<file path="src/rtl/dma_pkg.sv">
// dma_pkg: channel/scheduler encodings and register map for the DMA channel scheduler
package dma_pkg;
  typedef enum logic [2:0] {
    CH_IDLE    = 3'd0,
    CH_PENDING = 3'd1,
    CH_ACTIVE  = 3'd2,
    CH_DONE    = 3'd3,
    CH_ERROR   = 3'd4
  } ch_state_e;
  typedef enum logic [1:0] {S_IDLE, S_REQ, S_BUSY} sched_state_e;
  localparam int CH_STRIDE = 'h20;
  localparam logic [4:0] OFF_CTRL   = 5'h00;
  localparam logic [4:0] OFF_LEN    = 5'h04;
  localparam logic [4:0] OFF_SRC    = 5'h08;
  localparam logic [4:0] OFF_DST    = 5'h0C;
  localparam logic [4:0] OFF_STATUS = 5'h10;
  localparam int ADDR_IRQ_STAT = 'h100;
  localparam int ADDR_IRQ_EN   = 'h104;
  localparam int CTRL_START    = 0;
endpackage

</file>
<file path="src/rtl/dma_rr_arb.sv">
// dma_rr_arb: picks the lowest pending channel index at or after the round-robin pointer
module dma_rr_arb #(
  parameter int N = 4,
  parameter int W = 2
) (
  input  logic [N-1:0] pend,
  input  logic [W-1:0] rr_ptr,
  output logic [W-1:0] gnt,
  output logic         vld
);
  logic [W:0] s;
  always_comb begin
    gnt = '0;
    vld = 1'b0;
    s = '0;
    for (int i = N - 1; i >= 0; i--) begin
      s = {1'b0, rr_ptr} + (W+1)'(i);
      s = s >= (W+1)'(N) ? s - (W+1)'(N) : s;
      if (pend[s[W-1:0]]) begin
        gnt = s[W-1:0];
        vld = 1'b1;
      end
    end
  end
endmodule

</file>
<file path="src/rtl/dma_chan_sched.sv">
// dma_chan_sched: register-programmed DMA channels feeding one engine through a round-robin scheduler
module dma_chan_sched
  import dma_pkg::*;
#(
  parameter int NUM_CH     = 4,
  parameter int ADDR_WIDTH = 32,
  parameter int DATA_WIDTH = 32,
  parameter int LEN_WIDTH  = 8,
  parameter int REG_AW     = 12
) (
  input  logic                  clk_i,
  input  logic                  rst_ni,
  input  logic [REG_AW-1:0]     reg_addr_i,
  input  logic                  reg_write_i,
  input  logic                  reg_valid_i,
  input  logic [DATA_WIDTH-1:0] reg_wdata_i,
  output logic [DATA_WIDTH-1:0] reg_rdata_o,
  output logic                  reg_ready_o,
  output logic                  reg_error_o,
  output logic                  eng_req_o,
  output logic [ADDR_WIDTH-1:0] eng_src_o,
  output logic [ADDR_WIDTH-1:0] eng_dst_o,
  output logic [LEN_WIDTH-1:0]  eng_len_o,
  input  logic                  eng_ack_i,
  input  logic                  eng_done_i,
  input  logic                  eng_err_i,
  output logic                  irq_o
);
  localparam int CW = NUM_CH > 1 ? $clog2(NUM_CH) : 1;
  localparam int SH = $clog2(CH_STRIDE);
  ch_state_e st [NUM_CH];
  logic [LEN_WIDTH-1:0] len [NUM_CH];
  logic [ADDR_WIDTH-1:0] src [NUM_CH];
  logic [ADDR_WIDTH-1:0] dst [NUM_CH];
  logic [NUM_CH-1:0] irq_stat, irq_en, pend, set, clr;
  logic [CW-1:0] rr_ptr, gnt, arb_gnt, ci;
  logic [SH-1:0] off;
  logic arb_vld, ch_hit, g_stat, g_en, mapped, busy, rej, we;
  sched_state_e fsm;
  assign off = reg_addr_i[SH-1:0];
  assign ci = reg_addr_i[SH +: CW];
  assign ch_hit = (reg_addr_i >> SH) < REG_AW'(NUM_CH) &&
                  off inside {OFF_CTRL, OFF_LEN, OFF_SRC, OFF_DST, OFF_STATUS};
  assign g_stat = reg_addr_i == REG_AW'(ADDR_IRQ_STAT);
  assign g_en = reg_addr_i == REG_AW'(ADDR_IRQ_EN);
  assign mapped = ch_hit | g_stat | g_en;
  assign busy = st[ci] inside {CH_PENDING, CH_ACTIVE};
  assign rej = ch_hit & reg_write_i & (off == OFF_STATUS | busy);
  assign reg_error_o = reg_valid_i & (~mapped | rej);
  assign we = reg_valid_i & reg_write_i & mapped & ~rej;
  assign clr = we && g_stat ? reg_wdata_i[NUM_CH-1:0] : '0;
  assign reg_ready_o = 1'b1;
  assign reg_rdata_o = g_stat ? DATA_WIDTH'(irq_stat) :
                       g_en   ? DATA_WIDTH'(irq_en) :
                       !ch_hit ? '0 :
                       off == OFF_LEN    ? DATA_WIDTH'(len[ci]) :
                       off == OFF_SRC    ? DATA_WIDTH'(src[ci]) :
                       off == OFF_DST    ? DATA_WIDTH'(dst[ci]) :
                       off == OFF_STATUS ? DATA_WIDTH'(st[ci]) : '0;
  // zero-length starts never reach the arbiter; they complete on their own
  always_comb begin
    pend = '0;
    set = '0;
    for (int i = 0; i < NUM_CH; i++) begin
      pend[i] = st[i] == CH_PENDING && len[i] != '0;
      set[i] = st[i] == CH_PENDING && len[i] == '0;
    end
    if (fsm == S_BUSY && eng_done_i) set[gnt] = 1'b1;
  end
  dma_rr_arb #(.N(NUM_CH), .W(CW)) u_arb (
    .pend   (pend),
    .rr_ptr (rr_ptr),
    .gnt    (arb_gnt),
    .vld    (arb_vld)
  );
  always_ff @(posedge clk_i or negedge rst_ni) begin
    if (!rst_ni) begin
      for (int i = 0; i < NUM_CH; i++) begin
        st[i] <= CH_IDLE;
        len[i] <= '0;
        src[i] <= '0;
        dst[i] <= '0;
      end
      irq_stat <= '0;
      irq_en <= '0;
      irq_o <= 1'b0;
      rr_ptr <= '0;
      gnt <= '0;
      fsm <= S_IDLE;
      eng_req_o <= 1'b0;
      eng_src_o <= '0;
      eng_dst_o <= '0;
      eng_len_o <= '0;
    end else begin
      irq_o <= |(irq_stat & irq_en);
      irq_stat <= (irq_stat & ~clr) | set;
      if (we && g_en) irq_en <= reg_wdata_i[NUM_CH-1:0];
      if (we && ch_hit) begin
        if (off == OFF_LEN) len[ci] <= reg_wdata_i[LEN_WIDTH-1:0];
        if (off == OFF_SRC) src[ci] <= ADDR_WIDTH'(reg_wdata_i);
        if (off == OFF_DST) dst[ci] <= ADDR_WIDTH'(reg_wdata_i);
        if (off == OFF_CTRL && reg_wdata_i[CTRL_START]) st[ci] <= CH_PENDING;
      end
      for (int i = 0; i < NUM_CH; i++)
        if (st[i] == CH_PENDING && len[i] == '0) st[i] <= CH_DONE;
      case (fsm)
        S_IDLE: if (arb_vld) begin
          gnt <= arb_gnt;
          eng_req_o <= 1'b1;
          eng_src_o <= src[arb_gnt];
          eng_dst_o <= dst[arb_gnt];
          eng_len_o <= len[arb_gnt];
          fsm <= S_REQ;
        end
        S_REQ: if (eng_ack_i) begin
          eng_req_o <= 1'b0;
          st[gnt] <= CH_ACTIVE;
          fsm <= S_BUSY;
        end
        S_BUSY: if (eng_done_i) begin
          st[gnt] <= eng_err_i ? CH_ERROR : CH_DONE;
          rr_ptr <= gnt == CW'(NUM_CH - 1) ? '0 : gnt + 1'b1;
          fsm <= S_IDLE;
        end
        default: fsm <= S_IDLE;
      endcase
    end
  end
endmodule

</file>
<file path="config.mk">
export PLATFORM = sky130hd
export DESIGN_NAME = dma_chan_sched
export DESIGN_NICKNAME = d
export VERILOG_FILES = /design/src/rtl/dma_pkg.sv /design/src/rtl/dma_rr_arb.sv /design/src/rtl/dma_chan_sched.sv
export SDC_FILE = /design/constraint.sdc
export NUM_CORES = 1
export LEC_CHECK = 0
export CELL_PAD_IN_SITES_DETAIL_PLACEMENT = 1
export CELL_PAD_IN_SITES_GLOBAL_PLACEMENT = 1
export CORE_MARGIN = 3
export CORE_UTILIZATION = 30
export CTS_CLUSTER_DIAMETER = 120
export DETAILED_ROUTE_END_ITERATION = 6
export GPL_ROUTABILITY_DRIVEN = 0
export GPL_TIMING_DRIVEN = 0
export PLACE_DENSITY_LB_ADDON = 0.1
export SLEW_MARGIN = 20
export SYNTH_ARGS = -nofsm -noshare
export SYNTH_HDL_FRONTEND = slang
export SYNTH_SLANG_ARGS = --single-unit
</file>
<file path="constraint.sdc">
create_clock -name clk_i -period 5.57 [get_ports clk_i]
set_input_delay 1.671 -clock clk_i [delete_from_list [all_inputs] [get_ports clk_i]]
set_output_delay 1.671 -clock clk_i [all_outputs]
set_load 0.005 [all_outputs]
</file>
==> metrics.yaml <==
status: "finished clean"
timing.slew.headroom: 0.332
clk_pin_slew_ns: 0.06
leakagePower_nw: 11.1
hold_class: "register to register"
grt_pass1_wl_mm: 115
drt-total-wl_mm: 77.1
die_area_mm2: 0.0714
io_pins: 159
cts_hold_buffers: 0
worstHoldEndpoint: "src[71]$_DFFE_PN0P_"
skew_ns: 0.0128
die_height_um: 267
netlist_area_mm2: 0.0205
p_per_area_mw_per_mm2: 259
switching_share: 0.250
crit_path_max_fanout: 5
syn_to_final_growth_pct: 23.6
std_cell_rows: 95
yosysUniqueCellTypes: 70
layout.cells.non_filler: 2691
r2r_slack_ns: 1.26
final_antenna_net_count: 0
design_area_mm2: 0.0253
hold_depth: 1
viasPerCell: 5.60
syn_inst: 1553
cts-root-buf: "clkbuf_16"
max_freq_mhz: 181
required_ns: 3.90
worstHoldStart: "src[71]$_DFFE_PN0P_"
grt_pass1_vias: 16300
drc: 0
cts-buffers-inserted: 49
final_nets: 1843
fin_util: 0.375
htree_levels: 2
max-vdd-ir-drop_uv: 182
rr_startpoint: "len[19]$_DFFE_PN0P_"
power.switching_mw: 1.63
grt_overflow: 0
tightestPinTransition_ns: 1.00
end_kind: "output pin"
first_pass_iters: 5
seq_area_frac_synth: 0.474
final.setup.tns_ns: 0
period_minus_slack_ns: 5.53
placedCellCount: 2586
synth_ff_type: "dfrtp_1"
dp_hpwl_mm: 52.8
cts_tree: "built"
r2r-end: "eng_dst_o[9]$_DFFE_PN0P_"
clock_latency_ns: 0.60
io_buffers: 156
arrival_ns: 3.86
dpl-instance-area_mm2: 0.0232
core_area_mm2: 0.0674
wl_per_cell_um: 28.7
die_x_um: 267
r2r_cells: 8
clock-sinks: 388
ys_ff_latch: 388
avgSynthCellArea_um2: 13.2
grt_max_degree: 93
comb_power_share: 0.080
start_kind: "input pin"
setup_violations: 0
track_usage: 0.218
power_frac_clock: 0.482
drv_cap: 0
vias: 15100
p_int_mw: 4.92
synth_fp_nets: 1611
drtIter0Drc: 979
clk_path_buf_depth: 3
fill_cells: 7015
finalHoldViolCount: 0
antenna_found_initial: 2
crit_type: "input pin to output pin"
pwr-share-seq: 0.438
post-route-period-util: 0.992
synth-async-reset-ratio: 1.00
start_util: 0.304
p_total_mw: 6.55
yosys_warnings: 0
drive_gt1_frac: 0.411
synth_edf_count: 0
slew_violations: 0
## through the flow
stage | setup slack [ns] | hold WS, ns
after CTS | -0.147 | 0.515
after global placement | -15.77 | 0.479
after floorplan | 0.412 | 0.469
after detailed placement | -2.26 | 0.503
final | 0.0435 | 0.515
after global routing | -0.00687 | 0.531
## layout by cell type (no fill, tap or decap), drive strengths merged, types with 2 or more instances in the layout
master	n
nor3b	4
a22oi	16
clkdlybuf4s15	2
nand2	44
clkinv	2
o211ai	74
mux4	75
ha	7
nand3b	2
a21oi	24
buf	108
mux2	371
a2111oi	2
o2111ai	2
nor2	43
dlygate4sd2	12
nand2b	3
inv	9
a211oi	2
clkbuf	155
a22o	2
o221a	72
bufinv	2
nor2b	5
dfrtp	388
dlymetal6s2s	2
nand4	72
a221o	7
or4	4
and2	6
nor4	11
a31oi	7
mux2i	24
and3	8
nor3	7
clkdlybuf4s50	128
or3	4
o21ai	83
or3b	4
nand3	8
## Yosys cell counts, types with 2 or more instances
library cell       n  area share
inv_1              9      0.0016
nand3_1            6      0.0015
clkdlybuf4s50_2    8      0.0044
nor3b_1            4      0.0015
clkbuf_1          68       0.012
mux4_1             3      0.0038
ha_1               7      0.0043
and2_1             5      0.0015
or3b_2             4      0.0017
buf_4              7      0.0026
buf_1             18      0.0033
o221a_2           72       0.040
mux4_2            72       0.079
nor3_1             2     0.00049
mux2_2           349        0.19
nand4_1           72       0.022
o211ai_1          74       0.027
clkbuf_8           4      0.0027
nand3b_1           2     0.00073
a22oi_1           16      0.0059
o21ai_0           83       0.020
mux2i_1           24       0.012
buf_2             22      0.0054
a22o_1             2     0.00086
a21oi_1           24      0.0059
nand2_1           44      0.0081
dfrtp_1          388        0.47
or4_1              3      0.0011
nand2b_1           3     0.00092
nor3_4             5      0.0040
nor4_1            10      0.0031
buf_6             19       0.010
nor2b_1            5      0.0015
and3_1             8      0.0024
a2111oi_0          2     0.00086
nor2_2             2     0.00061
a31oi_1            6      0.0018
or3_1              2     0.00061
or3_2              2     0.00073
mux2_1            22       0.012
a221o_1            7      0.0034
nor2_1            40      0.0073
## worst max-delay path by stage
stage	from	end	slack, ns	cells after the start
final	reg_addr_i[9]	reg_rdata_o[4]	0.04	8
after global placement	rst_ni	src[113]$_DFFE_PN0P_	-15.77	1
after detailed placement	reg_addr_i[6]	reg_rdata_o[31]	-2.26	9
after floorplan	reg_addr_i[5]	reg_rdata_o[2]	0.41	7
after CTS	reg_addr_i[10]	reg_rdata_o[31]	-0.15	7
after global routing	reg_addr_i[5]	reg_rdata_o[25]	-0.007	7
## metal layers
| layer | vias up | GRT usage | part of all wire | wire [um] |
|---|---|---|---|---|
| li1 | 6527 | - | - | - |
| met1 | 8068 | 0.299 | 0.46 | 35200 |
| met2 | 343 | 0.355 | 0.47 | 36600 |
| met3 | 124 | 0.0310 | 0.040 | 3080 |
| met4 | 0 | 0.0692 | 0.030 | 2330 |
| met5 | - | 0 | 0 | 0 |
## power by group through the flow
stage / clock [mW] / sequential, mW / combinational (mW)
after global routing: 3.37 / 2.87 / 0.571
final: 3.16 / 2.87 / 0.521
after global placement: 0 / 2.92 / 0.507
after CTS: 3.25 / 2.87 / 0.527
after detailed placement: 0 / 2.92 / 0.516
after floorplan: 0 / 2.91 / 0.263
## flip-flops by register name, summed over array words and instances (netlist names)
register   cells
dst          128
eng_dst_o     32
eng_len_o      8
eng_req_o      1
eng_src_o     32
fsm            2
gnt            2
irq_en         4
irq_o          1
irq_stat       4
len           32
rr_ptr         2
src          128
st            12
## critical path, cell delays in order
cell	delay, ns
clkdlybuf4s50_1	0.40
or4_4	0.55
a211oi_4	0.17
buf_6	0.17
buf_12	0.11
nand2_4	0.11
nor2_4	0.15
clkdlybuf4s50_1	0.52
## what timing repair did
| item | in CTS | in global routing |
|---|---|---|
| cloned | 2 | 0 |
| setup buffers | 16 | 5 |
| setup endpoints to repair | 33 | 29 |
| resized for setup | 200 | 27 |
| pin swaps | 11 | 7 |
## cell families (layout without fill, tap and decap cells)
group           count (synthesis)  after routing  share of synthesized area
mux                           470            470                      0.299
flops                         388            388                      0.474
compound gates                303            303                      0.114
simple gates                  227            227                     0.0645
buf+inv                       156            420                     0.0431
fa+ha+maj                       7              7                    0.00428
other cells                     1              2                   0.000183
xor+xnor                        1              1                   0.000428
## final cells by class
| class | count | area (um^2) | area share |
|---|---|---|---|
| antenna | 1 | 2.50 | 0.0000989 |
| buffer | 147 | 998 | 0.0395 |
| clock buffer | 79 | 1480 | 0.0585 |
| clock inverter | 4 | 81.3 | 0.00321 |
| inverter | 9 | 33.8 | 0.00134 |
| multi-input combinational | 1009 | 10100 | 0.400 |
| sequential | 388 | 9710 | 0.384 |
| tap | 873 | 1090 | 0.0432 |
| timing repair buffer | 181 | 1790 | 0.0708 |
Note: power is estimated with default switching activity, not from simulation.
